===== config.mk =====
export PLATFORM = sky130hd
export DESIGN_NAME = next_state_sequencer
export DESIGN_NICKNAME = d
export VERILOG_FILES = /design/src/rtl/seq_pkg.sv /design/src/rtl/instruction_encoder.sv /design/src/rtl/next_state_sequencer.sv
export SDC_FILE = /design/constraint.sdc
export NUM_CORES = 1
export LEC_CHECK = 0
export CAP_MARGIN = 20
export CORE_ASPECT_RATIO = 1.1
export CORE_MARGIN = 1
export CORE_UTILIZATION = 35
export CTS_CLUSTER_SIZE = 10
export DETAILED_ROUTE_END_ITERATION = 8
export GPL_TIMING_DRIVEN = 0
export PLACE_DENSITY = 0.66
export SLEW_MARGIN = 20
export SYNTH_ARGS = -nofsm -noshare
export SYNTH_HDL_FRONTEND = slang
export SYNTH_HIERARCHICAL = 1
export SYNTH_SLANG_ARGS = --single-unit

===== constraint.sdc =====
create_clock -name clk -period 1.8 [get_ports clk]
set_input_delay 0.45 -clock clk [delete_from_list [all_inputs] [get_ports clk]]
set_output_delay 0.45 -clock clk [all_outputs]
set_load 0.005 [all_outputs]

===== src/rtl/seq_pkg.sv =====
// Shared types, mode encodings and the instruction-decode table for the microsequencer.
// Latency: n/a (declarations only).
// Backpressure: n/a (declarations only).
package seq_pkg;

  // Width of a microstate index and the state entered out of reset / on a bad decode.
  localparam int STATE_W = 7;
  typedef logic [STATE_W-1:0] state_t;
  localparam state_t RESET_STATE = '0;

  // Next-state mode field emitted by the microstore.
  typedef enum logic [2:0] {
    N_ENCODE = 3'd0,
    N_JUMP   = 3'd1,
    N_INC    = 3'd2,
    N_CJ_INC = 3'd3,
    N_CJ_ENC = 3'd4,
    N_WAIT   = 3'd5,
    N_CALL   = 3'd6,
    N_RETURN = 3'd7
  } n_mode_e;

  // Condition source select; the two constant entries let the microcode force a branch.
  typedef enum logic [1:0] {
    CS_MOC  = 2'd0,
    CS_COND = 2'd1,
    CS_ONE  = 2'd2,
    CS_ZERO = 2'd3
  } cond_sel_e;

  // MIPS-style opcode and funct codes recognised by the decoder.
  localparam logic [5:0] OP_RTYPE = 6'h00;
  localparam logic [5:0] OP_BEQ   = 6'h04;
  localparam logic [5:0] OP_ADDIU = 6'h09;
  localparam logic [5:0] OP_LW    = 6'h23;
  localparam logic [5:0] OP_SW    = 6'h2B;
  localparam logic [5:0] FN_ADDU  = 6'h21;
  localparam logic [5:0] FN_SUBU  = 6'h23;

  // One decode entry: opcode match, optional funct match, and the microstate to dispatch to.
  typedef struct packed {
    logic [5:0] opcode;
    logic       use_funct;
    logic [5:0] funct;
    state_t     target;
  } enc_entry_t;

  localparam int ENC_ENTRIES = 6;

  // Dispatch table; keys are unique, so entry order carries no priority meaning.
  localparam enc_entry_t ENC_TABLE [ENC_ENTRIES] = '{
    '{opcode: OP_RTYPE, use_funct: 1'b1, funct: FN_ADDU, target: 7'd6},
    '{opcode: OP_RTYPE, use_funct: 1'b1, funct: FN_SUBU, target: 7'd16},
    '{opcode: OP_ADDIU, use_funct: 1'b0, funct: 6'h00,   target: 7'd17},
    '{opcode: OP_LW,    use_funct: 1'b0, funct: 6'h00,   target: 7'd7},
    '{opcode: OP_SW,    use_funct: 1'b0, funct: 6'h00,   target: 7'd11},
    '{opcode: OP_BEQ,   use_funct: 1'b0, funct: 6'h00,   target: 7'd12}
  };

  // True when an instruction word hits the given table entry.
  function automatic logic entry_hit(input enc_entry_t e, input logic [5:0] op, input logic [5:0] fn);
    return (op == e.opcode) && (!e.use_funct || (fn == e.funct));
  endfunction

endpackage


===== src/rtl/instruction_encoder.sv =====
// Maps an instruction word to the first microstate of its execution routine.
// Latency: purely combinational.
// Backpressure: none; result is valid whenever ir is.
module instruction_encoder
  import seq_pkg::*;
(
  input  logic [31:0] ir,
  output state_t      state,
  output logic        match
);

  logic [5:0] opcode;
  logic [5:0] funct;
  logic       unused_ir_bits;

  assign opcode = ir[31:26];
  assign funct  = ir[5:0];

  // Register and immediate fields do not affect dispatch.
  assign unused_ir_bits = ^ir[25:6];

  // Table search; an unmatched word falls back to the fetch state with match low.
  always_comb begin
    state = RESET_STATE;
    match = 1'b0;
    for (int i = ENC_ENTRIES - 1; i >= 0; i--) begin
      if (entry_hit(ENC_TABLE[i], opcode, funct)) begin
        state = ENC_TABLE[i].target;
        match = 1'b1;
      end
    end
  end

endmodule


===== src/rtl/next_state_sequencer.sv =====
// Microstate sequencer: picks the next state from decode, increment, literal or link register.
// Latency: one cycle from microstore fields to current_state; fault pulses align with the new state.
// Backpressure: WAIT mode holds the state until the condition is met or the watchdog fires.
module next_state_sequencer
  import seq_pkg::*;
#(
  parameter int unsigned WAIT_LIMIT    = 15,
  parameter state_t      TIMEOUT_STATE = 7'd5
) (
  input  logic               clk,
  input  logic               reset,
  input  logic [2:0]         n_mode,
  input  logic               inv,
  input  logic [1:0]         cond_sel,
  input  logic [STATE_W-1:0] cr,
  input  logic [31:0]        ir,
  input  logic               moc,
  input  logic               cond,
  output logic [STATE_W-1:0] current_state,
  output logic               illegal_op,
  output logic               mem_timeout
);

  localparam int WAIT_CNT_W = $clog2(WAIT_LIMIT + 1);
  localparam logic [WAIT_CNT_W-1:0] WAIT_MAX = WAIT_CNT_W'(WAIT_LIMIT);

  n_mode_e                 mode;
  cond_sel_e               csel;
  logic                    sel_raw;
  logic                    c;
  state_t                  inc;
  state_t                  enc_state;
  logic                    enc_match;

  state_t                  link;
  logic                    link_valid;
  logic [WAIT_CNT_W-1:0]   wait_cnt;

  state_t                  next_state;
  state_t                  next_link;
  logic                    next_link_valid;
  logic [WAIT_CNT_W-1:0]   next_wait_cnt;
  logic                    next_illegal;
  logic                    next_timeout;

  assign mode = n_mode_e'(n_mode);
  assign csel = cond_sel_e'(cond_sel);

  // Increment wraps silently at the top of the state space.
  assign inc = current_state + state_t'(1);

  instruction_encoder u_encoder (
    .ir    (ir),
    .state (enc_state),
    .match (enc_match)
  );

  // Branch condition: chosen source, optionally inverted.
  always_comb begin
    sel_raw = 1'b0;
    case (csel)
      CS_MOC:  sel_raw = moc;
      CS_COND: sel_raw = cond;
      CS_ONE:  sel_raw = 1'b1;
      CS_ZERO: sel_raw = 1'b0;
      default: sel_raw = 1'b0;
    endcase
    c = sel_raw ^ inv;
  end

  // Next-state selection; the wait counter is cleared by default so any non-holding cycle resets it.
  always_comb begin
    next_state      = current_state;
    next_link       = link;
    next_link_valid = link_valid;
    next_wait_cnt   = '0;
    next_illegal    = 1'b0;
    next_timeout    = 1'b0;

    case (mode)
      N_ENCODE: begin
        next_state   = enc_state;
        next_illegal = !enc_match;
      end

      N_JUMP: begin
        next_state = cr;
      end

      N_INC: begin
        next_state = inc;
      end

      N_CJ_INC: begin
        next_state = c ? cr : inc;
      end

      N_CJ_ENC: begin
        // A taken branch never consults the decoder, so it cannot flag a bad opcode.
        if (c) begin
          next_state = cr;
        end else begin
          next_state   = enc_state;
          next_illegal = !enc_match;
        end
      end

      N_WAIT: begin
        // Completion wins over expiry when both land in the same cycle.
        if (c) begin
          next_state = inc;
        end else if (wait_cnt == WAIT_MAX) begin
          next_state   = TIMEOUT_STATE;
          next_timeout = 1'b1;
        end else begin
          next_state    = current_state;
          next_wait_cnt = wait_cnt + 1'b1;
        end
      end

      N_CALL: begin
        // Single link slot: a nested call simply replaces the saved return point.
        next_state      = cr;
        next_link       = inc;
        next_link_valid = 1'b1;
      end

      N_RETURN: begin
        if (link_valid) begin
          next_state      = link;
          next_link_valid = 1'b0;
        end else begin
          next_state   = RESET_STATE;
          next_illegal = 1'b1;
        end
      end

      default: begin
        next_state = current_state;
      end
    endcase
  end

  // State, link and watchdog registers; fault flags are registered so they line up with the new state.
  always_ff @(posedge clk or negedge reset) begin
    if (!reset) begin
      current_state <= RESET_STATE;
      link          <= RESET_STATE;
      link_valid    <= 1'b0;
      wait_cnt      <= '0;
      illegal_op    <= 1'b0;
      mem_timeout   <= 1'b0;
    end else begin
      current_state <= next_state;
      link          <= next_link;
      link_valid    <= next_link_valid;
      wait_cnt      <= next_wait_cnt;
      illegal_op    <= next_illegal;
      mem_timeout   <= next_timeout;
    end
  end

  // Decode faults and watchdog expiry come from disjoint modes, so they can never coincide.
  a_fault_exclusive: assert property (@(posedge clk) disable iff (!reset) !(illegal_op && mem_timeout));

endmodule


# Word level (Yosys, flattened, before mapping)
# Cells that the tools add are included.
op_classes:
  magnitude_cmp: 0
  n_reduce_logical: 8
  add_sub_neg: 2
  n_mul: 0
  div: 0
  n_bitwise: 1
  eq_ne: 18
  n_shift: 0
  muxes: 29
op_table:
  columns: ["operator", "n"]
  rows:
  - ["two-way mux 7 bit", 10]
  - ["case mux 7 bit (7 select lines)", 1]
  - ["equality test 6 bit, second input constant", 4]
  - ["two-way mux 4 bit", 4]
  - ["equality test 3 bit, second input constant", 4]
  - ["two-way mux 1 bit", 11]
  - ["adder 7 x 1 -> 7 bit, second input constant", 1]
  - ["equality test 3 x 2 -> 1 bit, second input constant", 2]
  - ["equality test 6 x 3 -> 1 bit, second input constant", 1]
  - ["equality test 6 x 4 -> 1 bit, second input constant", 1]
  - ["zero test 6 bit", 1]
  - ["adder 4 x 1 -> 4 bit, second input constant", 1]
  - ["equality test 2 bit, second input constant", 2]
  - ["equality test 4 bit, second input constant", 1]
  - ["case mux 1 bit (4 select lines)", 1]
  - ["equality test 3 x 1 -> 1 bit, second input constant", 1]
  - ["zero test 3 bit", 1]
  - ["!= test 3 bit, second input constant", 1]
  - ["case mux 1 bit (3 select lines)", 1]
  - ["equality test 2 x 1 -> 1 bit, second input constant", 1]
  - ["logical AND 1 bit", 2]
  - ["zero test 2 bit", 1]
  - ["case mux 1 bit (2 select lines)", 1]
  - ["nonzero test 2 bit", 1]
  - ["other kinds (3)", 3]
totals:
  latchBits: 0
  reg_bits: 21
  romBits: 0
  output_inout_bits: 9
  word_cells: 64
  n_memories: 0
  mem_bits_rw: 0
  inputBits: 49

# Depth between registers and ports, before layout
# Gate-level depths: netlist of run 1.
depth:
  depth_word: 10
  ltp_mapped: 8
  ltp_nobuf: 7

# Cells and area by module
# Netlist of run 1, hierarchy kept.
by_module_without_submodules:
  columns: ["module", "seq_area_each_um2", "cells_per_inst", "area_per_inst_um2", "instances"]
  rows:
  - ["next_state_sequencer", 525.5, 150, 1316.3, 1]
  - ["instruction_encoder", 0.0, 22, 178.9, 1]

# Least setup slack after synthesis of run 1
# Ideal clock, no wire load.
synth_path:
  kind: "input -> register"
  startpoint: "input port cond_sel[0]"
  endpoint: "register current_state[4]"
  stages: 6
  t_required_ps: 1718
  n_path_buf: 0
  slack_ps: 53
  setup_time_ps: 82
  arrival_time_ps: 1664
  cell_sequence: "o21bai_4 > and4_4 > or4_4 > a211oi_2 > a2111oi_1 > o22ai_1"
synth_between:
  elab_chain_len: 5
  word_cells_on_any_way: 11
  cone_classes: "eq/ne: 4; mux: 5; bitwise: 1; reduce/logical: 1"
synth_rtl:
  columns: ["item", "line", "rtl"]
  rows:
  - ["from (decl)", "next_state_sequencer.sv:14", "input logic [1:0] cond_sel,"]
  - ["equality test 2 bit, or another cell as far along", "next_state_sequencer.sv:61", "case (csel)"]
  - ["case mux 1 bit (4 select lines) *", "next_state_sequencer.sv:61", null]
  - ["bitwise XOR 1 bit *", "next_state_sequencer.sv:68", "c = sel_raw ^ inv;"]
  - ["two-way mux 7 bit (on tied branches)", "next_state_sequencer.sv:110, next_state_sequencer.sv:95, next_state_sequencer.sv:100", null]
  - ["case mux 7 bit (7 select lines)", "next_state_sequencer.sv:80", "case (mode)"]
  - ["to (signal assigned)", "next_state_sequencer.sv:154", "current_state <= next_state;"]
  - ["to (decl)", "next_state_sequencer.sv:19", "output logic [STATE_W-1:0] current_state,"]
# Every way passes the cells marked *; elsewhere a longest branch is shown, timed or not.
# A chain may end at the register's enable or synchronous reset.

# Final worst setup path of run 1
layout_path:
  startpoint: "input port cond_sel[1]"
  endpoint: "register current_state[4]"
# The elaborated chain is that of the path after synthesis.

==> metrics.md, run 1 <==
| Metric | Value |
|---|---|
| Status | finished clean |
| Drt pass-1 iters | 4 |
| Die area | 4540 µm² |
| Ys Warns | 6 |
| Ports | 58 |
| Critical path type | primary input to flop |
| Clock buffer depth | 2 |
| Worst EP required | 1.98 ns |
| Clock power frac | 23.4% |
| Core Box Area | 4020 µm² |
| Worst-path maximum fanout | 5 |
| Mean area per synthesized cell | 8.69 µm² |
| Clk sinks | 21 |
| Worst VDD drop | 0.481 mV |
| Max Cap Viol | 0 |
| Avg Vias per Cell | 5.26 |
| Sequential share of power | 45.0% |
| Pleak | 0.986 nW |
| Pwr Total | 0.00135 W |
| Pin count of the biggest net entering global routing | 22 |
| Root Buffer | clkbuf_8 |
| Initial antenna violation count | 0 |
| First-pass GRT wire length | 6470 µm |
| Share of the synthesized area in the top cell type | 35.1% |
| Clock slew at reported path FFs | 0.08 ns |
| Crit Reg-Reg Startpoint | current_state[0]$_DFFE_PN0P_ |
| Share of cells above drive strength 1 | 27.9% |
| Switching pwr | 0.000413 W |
| Final Hold Vio Count | 0 |
| # diodes | 0 |
| Cells after synthesis | 172 |
| Tmin final | 1.78 ns |
| Post-Route WL | 4010 µm |
| Mapped Area | 1500 µm² |
| Placement row count | 24 |
| Power Internal | 0.000935 W |
| Routability congestion estimate from global placement | 0.774 |
| Crit path launch | cond_sel[1] |
| CP endpoint kind | flop |
| Clk Latency, worst-skew pair | 0.26 ns |
| Startpoint types | primary input |
| Gr ovfl total | 0 |
| Sequential area share after synthesis | 35.1% |
| Routed len/inst | 14.3 µm |
| Largest area contributor in the netlist | dfrtp_1 |
| Fin crit share | 99.0% |
| Via Count | 1477 |
| Combinational share of power | 31.6% |
| Pre-CTS setup slack | -0.750 ns |
| DRT antenna net count | 0 |
| Die Span Y | 70.6 µm |
| Main synth FF type | dfrtp_1 |
| Layout Cells excl Fill | 281 |
| Synth top area cells | dfrtp_1, nand2_1, nor2_1 |
| Initial core utilization | 37.2% |
| Async S/R FF share, synth | 100% |
| Switching share of total power | 30.7% |
| Cell variety after synth | 54 |
| Hpwl dp | 2770 µm |
| EDFF count, synth | 0 |
| Commonest cells post-synth | dfrtp_1, nand2_1, nor2_1 |
| Pwr dens | 622 nW/µm² |
| Unrepaired setup endpoints after global routing | true |
| Max H-tree Level | 1 |
| R2R depth | 5 |
| Initial DRC count | 53 |
| Chip width | 64.3 µm |
| Min-delay worst type | primary input to async pin |
| Vias in the first global route | 1439 |
| Worst Hold Slack | 0.139 ns |
| DRC Markers | 0 |
| NumNets Final | 281 |
| Post-route clock skew | 0.00891 ns |
| GRT Total Usage | 18.2% |
| CTS tree | yes |
| CTS Buf Count | 3 |
| # placed instances | 260 |
| # port buffers | 35 |
| #FFs+latches synth | 21 |
| Max-slew violation count | 0 |
| Setup violations, final | 0 |
| Slack of the critical path | 0.0173 ns |
| Critical path arrival | 1.96 ns |
| Setup TNS | 0 ns |
| Area Growth Syn to Fin | 44.9% |
| Max Fclk | 561 MHz |
## through the flow
step	utilization (%)	cell area, µm²
after floorplan	-	1500
after global placement	47.6	1910
after detailed placement	47.6	1910
after CTS	52.2	2100
after global routing	53.9	2170
final	53.9	2170
## sequential cells by signal, indices dropped and copies added, names as in the netlist
| register | flops |
|---|---|
| current_state | 7 |
| illegal_op | 1 |
| link | 7 |
| link_valid | 1 |
| mem_timeout | 1 |
| wait_cnt | 4 |
## layer usage
metal  vias up  share of wire, %  global-route usage (%)  wire length [µm]
li1        735                 -                       -                 -
met1       692                46                    24.3              1850
met2        46                48                    30.6              1910
met3         4               5.1                    2.26               203
met4         0               1.0                    5.93                40
met5         -                 0                       0                 0
## power by group through the flow
stage                     Sequential (W)  Combinational (W)  Clock [W]
after detailed placement        0.000613           0.000384          0
after global placement          0.000612           0.000379          0
after floorplan                 0.000604           0.000206          0
final                           0.000606           0.000426   0.000316
after global routing            0.000617           0.000473   0.000340
after CTS                       0.000603           0.000408   0.000326
## repair_timing
action                                  CTS  global route
gates resized for setup                  44            17
hold buffers                              0             0
endpoints found under the setup margin   14             7
buffers inserted                         15             3
pin swaps                                11            11
## layout make-up
| class | count | area (µm²) |
|---|---|---|
| Fill cell | 400 | 1860 |
| Inverter | 7 | 26.3 |
| Clock buffer | 3 | 41.3 |
| Sequential cell | 21 | 527 |
| Tap cell | 52 | 65.1 |
| Multi-Input combinational cell | 138 | 978 |
| Clock inverter | 1 | 5.00 |
| Timing Repair Buffer | 53 | 482 |
| Buffer | 6 | 42.5 |
## logic make-up (layout without fill, tap and decap cells)
family                   count (synthesis)  in the layout  share of synthesized area (%)
XOR/XNOR                                 7              7                           4.10
flip-flops                              21             21                           35.1
buffers and inverters                   14             70                           4.18
AO/OA/AOI/OAI                           46             46                           22.3
adder cells (fa/ha/maj)                  2              2                           1.67
AND/OR/NAND/NOR                         77             77                           29.4
other                                    1              2                          0.251
multiplexers                             4              4                           2.93
## layout by cell type, fill, tap and decap left out, drive strengths merged, types with 2 or more instances in the layout
cell type      netlist  routed
a21oi               11      11
a31oi                3       3
and3                 2       2
clkdlybuf4s50        0      18
nand3b               2       2
nand2b               5       5
a221oi               4       4
and2                 2       2
nand4b               2       2
or2                  3       3
mux2                 3       3
nor3b                3       3
o211ai               2       2
buf                  4      28
ha                   2       2
o21bai               2       2
o21ai                6       6
conb                 1       2
dlygate4sd2          0       6
xnor2                4       4
nand2               22      22
a211oi               3       3
nand3               10      10
xor2                 3       3
nor2                17      17
clkbuf               3       6
dfrtp               21      21
a22oi                3       3
o22ai                2       2
nor3                 3       3
inv                  7       7
dlymetal6s2s         0       3
## worst max-delay path: stages
cell and delay [ns]:
buf_8 0.10, nand3b_4 0.17, and4_4 0.21, or4_4 0.52, a211oi_2 0.23, a2111oi_2 0.08, o22ai_1 0.20
## worst paths after layout
check | end | slack, ns
max in group asynchronous | current_state[0]$_DFFE_PN0P_ | 1.30
min | illegal_op$_DFF_PN0_ | 0.14
min reg2reg | wait_cnt[0]$_DFF_PN0_ | 0.47
min in group clk | wait_cnt[0]$_DFF_PN0_ | 0.47
max | current_state[4]$_DFFE_PN0P_ | 0.02
max reg2reg | current_state[4]$_DFFE_PN0P_ | 0.16
(Power assumes the default switching activity.)
==> run 2, diff against run 1 <==
--- a/config.mk
+++ b/config.mk
@@ -9,6 +9,7 @@
 export CORE_ASPECT_RATIO = 1.1
 export CORE_MARGIN = 1
 export CORE_UTILIZATION = 35
+export CTS_BUF_LIST = sky130_fd_sc_hd__clkbuf_4 sky130_fd_sc_hd__clkbuf_8 sky130_fd_sc_hd__clkbuf_16
 export CTS_CLUSTER_SIZE = 10
 export DETAILED_ROUTE_END_ITERATION = 8
 export GPL_TIMING_DRIVEN = 0
==> results of run 2 <==
The final DEF is identical to that of run 1; final timing and power are the same.
